[src/rtl/common_types_pkg.sv]
// Shared widths and defaults for the instruction fetch path.
package common_types;

  typedef logic [15:0] addr_t;
  typedef logic [7:0]  data_t;

  localparam int unsigned FETCH_DEPTH      = 4;
  localparam addr_t       RESET_PC_DEFAULT = 16'h00A0;

  function automatic addr_t addr_add(input addr_t a, input logic [1:0] n);
    return a + addr_t'(n);
  endfunction

endpackage

[src/rtl/fetch_queue.sv]
// Circular byte queue: one push per cycle, pop of 0..3 bytes, three-byte peek at the head.
module fetch_queue
  import common_types::*;
#(
  parameter int unsigned DEPTH = FETCH_DEPTH
) (
  input  logic                         clk,
  input  logic                         rst,
  input  logic                         flush,
  input  logic                         push,
  input  data_t                        push_data,
  input  logic [1:0]                   pop_len,
  output logic [$clog2(DEPTH+1)-1:0]   count,
  output data_t                        peek0,
  output data_t                        peek1,
  output data_t                        peek2
);

  localparam int unsigned PW = $clog2(DEPTH);
  localparam int unsigned CW = $clog2(DEPTH + 1);

  data_t         mem_q [DEPTH];
  logic [PW-1:0] head_q;
  logic [PW-1:0] tail_q;
  logic [CW-1:0] count_q;

  // Pointer plus n modulo DEPTH; n <= 3 <= DEPTH, so one subtraction is enough.
  function automatic logic [PW-1:0] wrap_inc(input logic [PW-1:0] p, input logic [1:0] n);
    logic [PW:0] s;
    s = {1'b0, p} + (PW+1)'(n);
    if (s >= (PW+1)'(DEPTH)) s = s - (PW+1)'(DEPTH);
    return s[PW-1:0];
  endfunction

  always_ff @(posedge clk) begin
    if (!rst || flush) begin
      head_q  <= '0;
      tail_q  <= '0;
      count_q <= '0;
    end else begin
      if (push) tail_q <= wrap_inc(tail_q, 2'd1);
      head_q  <= wrap_inc(head_q, pop_len);
      count_q <= count_q + CW'(push) - CW'(pop_len);
    end
  end

  always_ff @(posedge clk) begin
    if (rst && !flush && push) mem_q[tail_q] <= push_data;
  end

  assign count = count_q;
  assign peek0 = mem_q[head_q];
  assign peek1 = mem_q[wrap_inc(head_q, 2'd1)];
  assign peek2 = mem_q[wrap_inc(head_q, 2'd2)];

endmodule

[src/rtl/fetch_unit.sv]
// Byte-stream instruction fetcher: credit-limited memory reads feeding a queue,
// presenting a three-byte instruction window with redirect support.
module fetch_unit
  import common_types::*;
#(
  parameter addr_t       RESET_PC = RESET_PC_DEFAULT,
  parameter int unsigned DEPTH    = FETCH_DEPTH
) (
  input  logic       clk,
  input  logic       rst,
  input  logic       halt,
  output logic       mem_rd,
  output addr_t      mem_addr,
  input  data_t      mem_data,
  output logic       ir_valid,
  output data_t      ir,
  output data_t      op1,
  output data_t      op2,
  output addr_t      ir_pc,
  input  logic       take,
  input  logic [1:0] take_len,
  input  logic       redirect,
  input  addr_t      redirect_pc
);

  localparam int unsigned CW = $clog2(DEPTH + 1);

  logic [CW-1:0] count;
  logic [CW:0]   credit_used;
  logic          inflight_q;
  addr_t         fetch_pc_q;
  addr_t         ir_pc_q;
  logic          push;
  logic          do_pop;
  logic [1:0]    pop_len;

  // Credit counts the read in flight but not a same-cycle pop, so the queue cannot overflow.
  always_comb begin
    credit_used = {1'b0, count} + (CW+1)'(inflight_q);
    mem_rd      = rst & ~halt & ~redirect & (credit_used < (CW+1)'(DEPTH));
    ir_valid    = rst & (count >= CW'(3));
    do_pop      = take & ir_valid & (take_len != 2'd0) & ~redirect;
    pop_len     = do_pop ? take_len : 2'd0;
    push        = rst & inflight_q & ~redirect;
  end

  always_ff @(posedge clk) begin
    if (!rst) begin
      fetch_pc_q <= RESET_PC;
      ir_pc_q    <= RESET_PC;
      inflight_q <= 1'b0;
    end else if (redirect) begin
      fetch_pc_q <= redirect_pc;
      ir_pc_q    <= redirect_pc;
      inflight_q <= 1'b0;
    end else begin
      inflight_q <= mem_rd;
      if (mem_rd) fetch_pc_q <= fetch_pc_q + 16'd1;
      ir_pc_q <= addr_add(ir_pc_q, pop_len);
    end
  end

  assign mem_addr = fetch_pc_q;
  assign ir_pc    = ir_pc_q;

  fetch_queue #(
    .DEPTH(DEPTH)
  ) u_queue (
    .clk      (clk),
    .rst      (rst),
    .flush    (redirect),
    .push     (push),
    .push_data(mem_data),
    .pop_len  (pop_len),
    .count    (count),
    .peek0    (ir),
    .peek1    (op1),
    .peek2    (op2)
  );

endmodule

[config.mk]
export PLATFORM = sky130hd
export DESIGN_NAME = fetch_unit
export DESIGN_NICKNAME = d
export VERILOG_FILES = /design/src/rtl/common_types_pkg.sv /design/src/rtl/fetch_queue.sv /design/src/rtl/fetch_unit.sv
export SDC_FILE = /design/constraint.sdc
export NUM_CORES = 1
export LEC_CHECK = 0
export BUFFER_PORTS_ARGS = -buffer_cell sky130_fd_sc_hd__buf_2
export CAP_MARGIN = 20
export CORE_MARGIN = 5
export CORE_UTILIZATION = 60
export CTS_BUF_LIST = sky130_fd_sc_hd__clkbuf_4
export DETAILED_ROUTE_END_ITERATION = 12
export GPL_TIMING_DRIVEN = 0
export MAX_ROUTING_LAYER = met4
export PLACE_DENSITY = 0.86
export SETUP_SLACK_MARGIN = 0.2
export SLEW_MARGIN = 30
export SYNTH_ARGS = -nofsm -noshare
export SYNTH_HDL_FRONTEND = slang
export SYNTH_SLANG_ARGS = --single-unit
[constraint.sdc]
create_clock -name clk -period 5.16 [get_ports clk]
set_clock_uncertainty 0.2 [all_clocks]
set_input_delay 0.516 -clock clk [delete_from_list [all_inputs] [get_ports clk]]
set_output_delay 0.516 -clock clk [all_outputs]
set_load 0.02 [all_outputs]
# Word-level counts from Yosys, hierarchy flattened
# Memories as Yosys holds them, arrays and structs flattened. A register that Yosys moved wholly into a read port is not among the register bits.
# Index checks and enable logic that the tools add are counted.
# W data, S select, Z words.
[word_totals]
ram_bits = 32
romBits = 0
memories = 1
elab_cells = 57
in_bits = 31
latchBits = 0
register_bits = 40
[classes]
div = 0
n_addsub = 13
n_reduce_logical = 8
n_shift = 0
bitwise_logic = 12
n_lt_le_gt_ge = 6
eq_ne = 0
mul = 0
mux = 11
[memory_table]
columns = ["memory", "words", "word_bits", "read_ports", "rd_clocked_by_memory_dff", "write_ports", "line_no", "source"]
rows = [
  ["u_queue.mem_q", 4, 8, 3, 1, 1, "fetch_queue.sv:22", "data_t mem_q [DEPTH];"],
]
[op_table]
columns = ["operator", "count"]
rows = [
  ["$mux W16", 3],
  ["$add A16 B1 Y16 const B", 1],
  ["$add A16 B2 Y16", 1],
  ["$ge A3 B3 Y1 const B", 4],
  ["$mux W2", 6],
  ["$and A1 B1 Y1", 9],
  ["$sub A2 B1 Y2 const B", 4],
  ["$add A2 B1 Y3 const B", 2],
  ["$add A3 B1 Y4", 1],
  ["$lt A4 B3 Y1 const B", 1],
  ["$reduce_bool A2 Y1", 2],
  ["$add A2 B2 Y3", 1],
  ["$add A2 B2 Y3 const B", 1],
  ["$add A3 B1 Y3", 1],
  ["$ge A3 B2 Y1 const B", 1],
  ["$not A1 Y1", 3],
  ["$sub A3 B2 Y3", 1],
  ["$logic_and A1 B1 Y1", 2],
  ["$logic_not A1 Y1", 2],
  ["$mux W1", 2],
  ["$reduce_or A2 Y1", 1],
  ["$logic_or A1 B1 Y1", 1],
]

# Longest topological paths before layout
# Gate-level depths: netlist of the first run.
[depth]
depth_word = 10
depth_mapped = 11
mapped_depth_nobuf = 11

# By module
# A second synthesis of the first run with hierarchy kept.
[hier_totals]
cells_unflattened = 313
area_unflattened_um2 = 3736.1
[by_module_without_submodules]
columns = ["mod", "n_inst", "cells_each", "seq_area_each_um2", "area_each_um2"]
rows = [
  ["fetch_queue", 1, 102, 1101.1, 2008.2],
  ["fetch_unit", 1, 211, 660.6, 1727.9],
]

# Least setup slack after synthesis of the first run
# OpenSTA, ideal clock, no wires.
[synth_timing]
kind = "input-to-reg"
from = "in rst"
to = "reg ir_pc_q[14], in the netlist ir_pc[14]"
t_required_ns = 4.827
n_path_buf = 1
arrival_ns = 2.660
path_slack_ns = 2.167
cell_stages = 11
path_cell_list = "clkbuf_1 o21ai_0 inv_1 and3_1 ha_1 inv_1 fa_1 nand4b_1 nor4_1 xnor2_1 a21oi_1"
[synth_between]
elab_chain_cells = 7
[synth_lines]
columns = ["item", "line_no", "source"]
rows = [
  ["start: declaration", "fetch_unit.sv:10", "input logic rst,"],
  ["$and A1 B1 Y1", "fetch_unit.sv:41", "ir_valid = rst & (count >= CW'(3));"],
  ["net ir_valid", "fetch_unit.sv:15", "output logic ir_valid,"],
  ["$and A1 B1 Y1 (3 in series)", "fetch_unit.sv:42", "do_pop = take & ir_valid & (take_len != 2'd0) & ~redirect;"],
  ["$mux W2", "fetch_unit.sv:43", "pop_len = do_pop ? take_len : 2'd0;"],
  ["$add A16 B2 Y16", "common_types_pkg.sv:11", "return a + addr_t'(n);"],
  ["$mux W16", "fetch_unit.sv:52", "end else if (redirect) begin"],
  ["end signal: assignment", "fetch_unit.sv:54", "ir_pc_q <= redirect_pc;"],
  ["end signal: assignment", "fetch_unit.sv:59", "ir_pc_q <= addr_add(ir_pc_q, pop_len);"],
  ["end: declaration", "fetch_unit.sv:32", "addr_t ir_pc_q;"],
]
# The timed path passes the listed nets, and every way through them passes these cells.
# A chain may end at the register's enable or synchronous reset.

# Worst setup path after layout of the first run
[layout_timing]
from = "reg u_queue.head_q[0]"
to = "out op1[0]"
[layout_between]
elab_chain_cells = 4
elab_cells_between_ends = 5
cone_classes = "add/sub: 2; order compare: 1; mux: 1; memory: 1"
[layout_lines]
columns = ["item", "line_no", "source"]
rows = [
  ["start: declaration", "fetch_queue.sv:23", "logic [PW-1:0] head_q;"],
  ["start signal: assignment", "fetch_queue.sv:42", "head_q <= wrap_inc(head_q, pop_len);"],
  ["$add A2 B1 Y3 *", "fetch_queue.sv:30", "s = {1'b0, p} + (PW+1)'(n);"],
  ["$ge A3 B3 Y1 / $sub A2 B1 Y2 (equally long branches)", "fetch_queue.sv:31", "if (s >= (PW+1)'(DEPTH)) s = s - (PW+1)'(DEPTH);"],
  ["$mux W2 *", "fetch_queue.sv:31", ""],
  ["$mem_v2 Z4 W8 *", "--", ""],
  ["end: declaration", "fetch_unit.sv:17", "output data_t op1,"],
]
# Every way passes the cells marked *; elsewhere a longest branch is shown, timed or not.

==> results of run 1 <==
-- per-stage QoR --
| stage | total power (uW) | area [sq um] | instances | hold WS, ns | util |
|---|---|---|---|---|---|
| floorplan | 716 | 3810 | 333 | 0.314 | - |
| global placement | 765 | 4350 | 497 | 0.324 | 0.692 |
| detailed placement | 769 | 4350 | 497 | 0.331 | 0.692 |
| CTS | 1110 | 4480 | 513 | 0.0925 | 0.713 |
| global route | 1150 | 4480 | 514 | 0.0825 | 0.713 |
| finish | 1100 | 4480 | 514 | 0.111 | 0.713 |
-- placed cells by master (no fill, tap or decap), types with 5 or more instances in the layout --
cell,synthesis,final
a21oi_1,17,17
a31oi_1,7,7
and2_1,5,5
and3_1,12,12
buf_2,4,91
clkbuf_1,12,12
clkbuf_4,0,9
dfxtp_1,40,40
edfxtp_1,32,32
ha_1,11,11
inv_1,16,16
mux4_2,24,24
nand2_1,24,24
nand3_1,18,18
nand4_1,7,7
nor2_1,9,9
nor3_1,5,5
o21ai_0,14,14
xnor2_1,11,11
-- registers in the layout, indices dropped and copies added, names as in the netlist --
name and flops:
inflight_q 1, ir_pc 16, mem_addr 16, u_queue.count 3, u_queue.head_q 2, u_queue.mem_q 32, u_queue.tail_q 2
-- power breakdown --
| group | switching (uW) | internal, uW | leakage, uW |
|---|---|---|---|
| registers | 25.3 | 613 | 0.000618 |
| logic | 75.3 | 45.6 | 0.00108 |
| clock network | 200 | 143 | 0.0000684 |
-- cell usage after synthesis, types with 4 or more instances --
master     n  share of area
a21oi_1   17          0.022
a31oi_1    7          0.011
and2_1     5         0.0082
and3_1    12          0.020
buf_2      4         0.0052
clkbuf_1  12          0.012
dfxtp_1   40           0.21
edfxtp_1  32           0.25
ha_1      11          0.036
inv_1     16          0.016
mux4_2    24           0.14
nand2_1   24          0.024
nand3_1   18          0.024
nand4_1    7          0.011
nor2_1     9         0.0089
nor3_1     5         0.0066
nor4_1     4         0.0066
o21ai_0   14          0.018
xnor2_1   11          0.025
xor2_1     4         0.0092
-- per-layer routing --
metal | vias up | wire [microns] | track usage
met5 | - | 0 | -
met4 | 0 | 177 | 0.0856
met3 | 16 | 723 | 0.0459
met2 | 140 | 4630 | 0.373
met1 | 1573 | 4040 | 0.325
li1 | 1479 | - | -
-- final timing paths --
path	from	to	depth (start not counted)
hold reg to reg	mem_addr[7]$_SDFFE_PN1P_	mem_addr[7]$_SDFFE_PN1P_	1
setup reg to reg	u_queue.count[0]$_SDFF_PP0_	ir_pc[11]$_SDFF_PN0_	8
setup / recovery	u_queue.head_q[0]$_SDFF_PP0_	op1[0]	5
hold / removal	mem_data[0]	u_queue.mem_q[1][0]$_DFFE_PP_	1
-- layout make-up --
type / instances / area share
diodes: 1 / 0.000559
plain buffers: 19 / 0.0187
clock buffers: 9 / 0.0151
clock inverters: 7 / 0.0140
inverters: 17 / 0.0142
multi-input cells: 225 / 0.425
flip-flops and latches: 72 / 0.393
well taps: 77 / 0.0215
repair buffers: 87 / 0.0972
-- cells by family (layout without fill, tap and decap cells) --
family          count (synthesis)  count (layout)  synth area share
other cells                     0               1                 0
mux                            28              28             0.153
xor+xnor                       15              15            0.0344
flops                          72              72             0.462
buf+inv                        36             139            0.0387
simple gates                  107             107             0.161
compound gates                 62              62             0.105
fa+ha+maj                      13              13            0.0466
-- critical path, stage by stage, from the launching register on --
cell	delay [ns]
dfxtp_1	0.35
buf_2	0.23
buf_2	0.33
buf_1	0.49
mux4_2	0.41
buf_2	0.18
==> flow_summary_export.csv, run 1 <==
group,metric,value,unit
status,outcome,"completed",
timing,drv_slew,0,
timing,hold_viol,0,
place,gp_congestion,0.920,
layout,register_area,0.00176,sq mm
drt,ant_nets,0,
critical_path,endpoint_kind,"output port",
yosys,synth_flop_cell,"dfxtp_1",
global_routing,grt_pass1_vias,3127,
die,dieHeight,89.7,microns
drt,vias_per_cell,6.24,
yosys,syn_area,0.00381,sq mm
worst_hold_path,min_path_type,"in2reg",
global_routing,track_usage,0.243,
die,ios,89,
timing,max_slew_margin,0.408,
critical_path,r2r_slack,2.18,ns
cts,cts_sinks,72,
yosys,async_flop_share,0,
critical_path,cp.arrival,2.39,ns
pwr,peakVddDrop,0.158,mV
place,numPortBuffers,87,
yosys,syn_area_per_cell,11.5,sq um
cts,postCtsSetupBuffers,0,
timing,setup_ws,2.05,ns
global_routing,grt_antenna_before_repair,1,
job,drv_cap,0,
timing,min_period,3.11,ns
drt,drc,0,
layout,fillers,454,
drt,drt_iter0_markers,217,
die,initial_utilization,0.608,
pwr,p_leak,0.00176,uW
yosys,syn-num-nets,377,
yosys,synth_seq_cells,72,
yosys,ys_types,55,
timing,max_freq,0.322,GHz
layout,nets,475,
yosys,synth_cells,333,
cts,h-tree-depth,3,
yosys,yosysSeqAreaShare,0.462,
cts,clkSlewWorstSetupHoldPaths,0.12,ns
layout,syn_to_final_growth,17.4,%
global_routing,grt_max_degree,13,
place,dp_hpwl,7.08,mm
die,dieArea,0.00805,sq mm
cts,cts_buffers,9,
cts,clk_latency,0.42,ns
die,coreArea,0.00628,sq mm
cts,cts_root_buf,"clkbuf_4",
yosys,ys.warnings.count,0,
cts,cts_hold_buf,0,
critical_path,path_max_fanout,10,
drt,routed_wl,9.57,mm
cts,cts_tree,"done",
yosys,synth-edff-count,32,
timing,rsz0062_at_grt,"no",
global_routing,grt_pass1_wl,15.4,mm
layout,multiInputGateArea,0.00190,sq mm
timing,worst_pin_slew,0.875,ns
timing,setup_viol,0,
place,dp_slack,1.81,ns
pwr,power_density,246,mW/mm^2
die,fp-row-count,29,
drt,vias,3208,
drt,wl_per_cell,18.6,microns
timing,setup_tns,0,ns
drt,drt_pass1_iterations,5,
timing,min_period_over_period,0.602,
critical_path,critPathRequiredTime,4.44,ns
die,die_w,89.7,microns
global_routing,grt_overflow_total,0,
critical_path,start_kind,"flop",
layout,drive_gt1_frac,0.312,
critical_path,path_class,"reg2out",
cts,clk_path_buf_depth,2,
cts,postCtsResizedCells,0,
Power figures use the tool's default switching activity.
==> run 2, diff against run 1 <==
CORE_UTILIZATION = 50   (was 60)
PLACE_DENSITY = 0.76   (was 0.86)
clock period = 2.85 ns   (was 5.16 ns; I/O delays follow)
==> run 2 against run 1 <==
Non-clock buffer count rose by 23. Register-to-register slack worse by 1.9 ns. Cell count up 8.6%. Critical endpoint is now ir_pc[13]$_SDFF_PN0_. Die area rose by 18%. Largest power group unchanged. Sequential cell count unchanged.
==> flow_summary_export.csv, run 2 (synthesis results as in run 1) <==
group,metric,value,unit
status,outcome,"completed",
global_routing,grt_overflow_total,0,
drt,wl_per_cell,18.6,microns
timing,max_freq,0.384,GHz
job,drv_cap,0,
critical_path,reg2reg_from,"u_queue.count[0]$_SDFF_PP0_",
global_routing,grt_pass1_wl,16.4,mm
die,initial_utilization,0.520,
place,gp_congestion,0.864,
drt,vias,3275,
timing,setup_viol,0,
timing,worst_pin_slew,0.726,ns
cts,clkSlewWorstSetupHoldPaths,0.13,ns
cts,cts_sinks,72,
die,ios,89,
cts,clk_latency,0.42,ns
critical_path,path_class,"reg2reg",
layout,top_register,"u_queue.mem_q",
global_routing,grt_pass1_vias,3183,
layout,multiInputGateArea,0.00201,sq mm
place,numPortBuffers,87,
critical_path,cp.arrival,2.77,ns
cts,cts_tree,"done",
cts,clk_path_buf_depth,2,
drt,drt_iter0_markers,199,
drt,vias_per_cell,5.87,
critical_path,reg2reg_to,"ir_pc[13]$_SDFF_PN0_",
layout,fillers,573,
layout,drive_gt1_frac,0.362,
layout,largest_register_ffs,32,
timing,min_period,2.60,ns
cts,cts_buffers,9,
drt,drt_pass1_iterations,5,
critical_path,path_max_fanout,4,
pwr,p_leak,0.00190,uW
worst_hold_path,min_to,"mem_addr[6]$_SDFFE_PN0P_",
critical_path,r2r_slack,0.25,ns
drt,ant_nets,0,
timing,rsz0062_at_grt,"yes",
timing,setup_ws,0.246,ns
layout,syn_to_final_growth,27.3,%
worst_hold_path,hold_depth,3,
critical_path,start_kind,"flop",
timing,hold_viol,0,
critical_path,endpoint_kind,"flop",
timing,drv_slew,0,
place,dp_hpwl,7.45,mm
cts,cts_root_buf,"clkbuf_4",
drt,drc,0,
place,dp_slack,-0.0922,ns
critical_path,reg2reg_depth,8,
layout,nets,498,
timing,min_period_over_period,0.914,
cts,h-tree-depth,3,
pwr,peakVddDrop,0.285,mV
drt,routed_wl,10.4,mm
pwr,power_density,426,mW/mm^2
layout,fin_cells,558,
layout,layout_common_cells,"buf_2, dfxtp_1, edfxtp_1",
critical_path,critPathRequiredTime,3.01,ns
timing,max_slew_margin,0.516,
die,dieHeight,97.3,microns
die,dieArea,0.00947,sq mm
die,die_w,97.3,microns
place,postPlaceCellArea,0.00439,sq mm
layout,register_area,0.00177,sq mm
worst_hold_path,worstHoldStart,"redirect_pc[6]",
worst_hold_path,min_path_type,"in2reg",
layout,diodes,0,
die,fp-row-count,31,
global_routing,track_usage,0.221,
layout,final_area,0.00486,sq mm
layout,final_common_cell,"buf_2",
place,dp.cells,519,
die,coreArea,0.00733,sq mm
global_routing,grt_max_degree,15,
global_routing,grt_antenna_before_repair,0,
-- run 2: routing by layer --
| layer | vias up | wire length, microns | GRT usage |
|---|---|---|---|
| met4 | 0 | 277 | 0.100 |
| met1 | 1583 | 4350 | 0.287 |
| met2 | 139 | 5110 | 0.343 |
| li1 | 1530 | - | - |
| met3 | 23 | 658 | 0.0373 |
| met5 | - | 0 | - |
-- run 2: cell type report --
type                       count  area share
sequential                    72       0.364
tap                           99      0.0255
buffer                        19      0.0198
timing repair buffer         110       0.134
inverter                      17      0.0131
multi-input combinational    225       0.414
clock inverter                 7      0.0165
clock buffer                   9      0.0139
-- run 2: metrics by stage --
stage	total power [uW]	hold WS (ns)	setup TNS, ns	util
after floorplan	1300	0.184	0	-
after global placement	1390	0.297	-0.127	0.598
after detailed placement	1390	0.307	-0.264	0.598
after CTS	2070	0.00147	0	0.651
after global routing	2150	0.0298	0	0.662
final	2070	0.0223	0	0.662
-- run 2: critical path, stage by stage, from the launching register on --
cell and delay, ns:
dfxtp_2 0.34, and2_4 0.17, o2111ai_4 0.30, inv_1 0.13, ha_4 0.29, a21oi_2 0.07
or3b_2 0.48, or4_1 0.41, a31oi_1 0.16
-- run 2: repair_timing --
action / CTS / global route
endpoints found under the setup margin: 26 / 15
buffers inserted: 4 / 2
gates cloned: 0 / 0
gates resized for setup: 13 / 15
hold buffers: 17 / 0
pin swaps: 2 / 7
endpoints found under the hold margin: 45 / 0
-- run 2: worst max path at each step --
stage / start / to / slack [ns] / cells after the start
after global placement: rst / ir_pc[12]$_SDFF_PN0_ / -0.07 / 12
final: u_queue.count[0]$_SDFF_PP0_ / ir_pc[13]$_SDFF_PN0_ / 0.25 / 8
after global routing: u_queue.count[0]$_SDFF_PP0_ / ir_pc[14]$_SDFF_PN0_ / 0.13 / 12
after detailed placement: rst / ir_pc[12]$_SDFF_PN0_ / -0.09 / 12
after CTS: u_queue.count[0]$_SDFF_PP0_ / ir_pc[13]$_SDFF_PN0_ / 0.17 / 8
after floorplan: u_queue.count[1]$_SDFF_PP0_ / ir_pc[12]$_SDFF_PN0_ / 0.23 / 11
-- run 2: report_power, final --
part / leakage (uW) / total (uW) / internal [uW] / switching (uW)
sequential: 0.000620 / 1160 / 1110 / 45.4
clock: 0.0000746 / 671 / 277 / 394
combinational: 0.00121 / 243 / 99.1 / 144
total: 0.00190 / 2070 / 1490 / 583
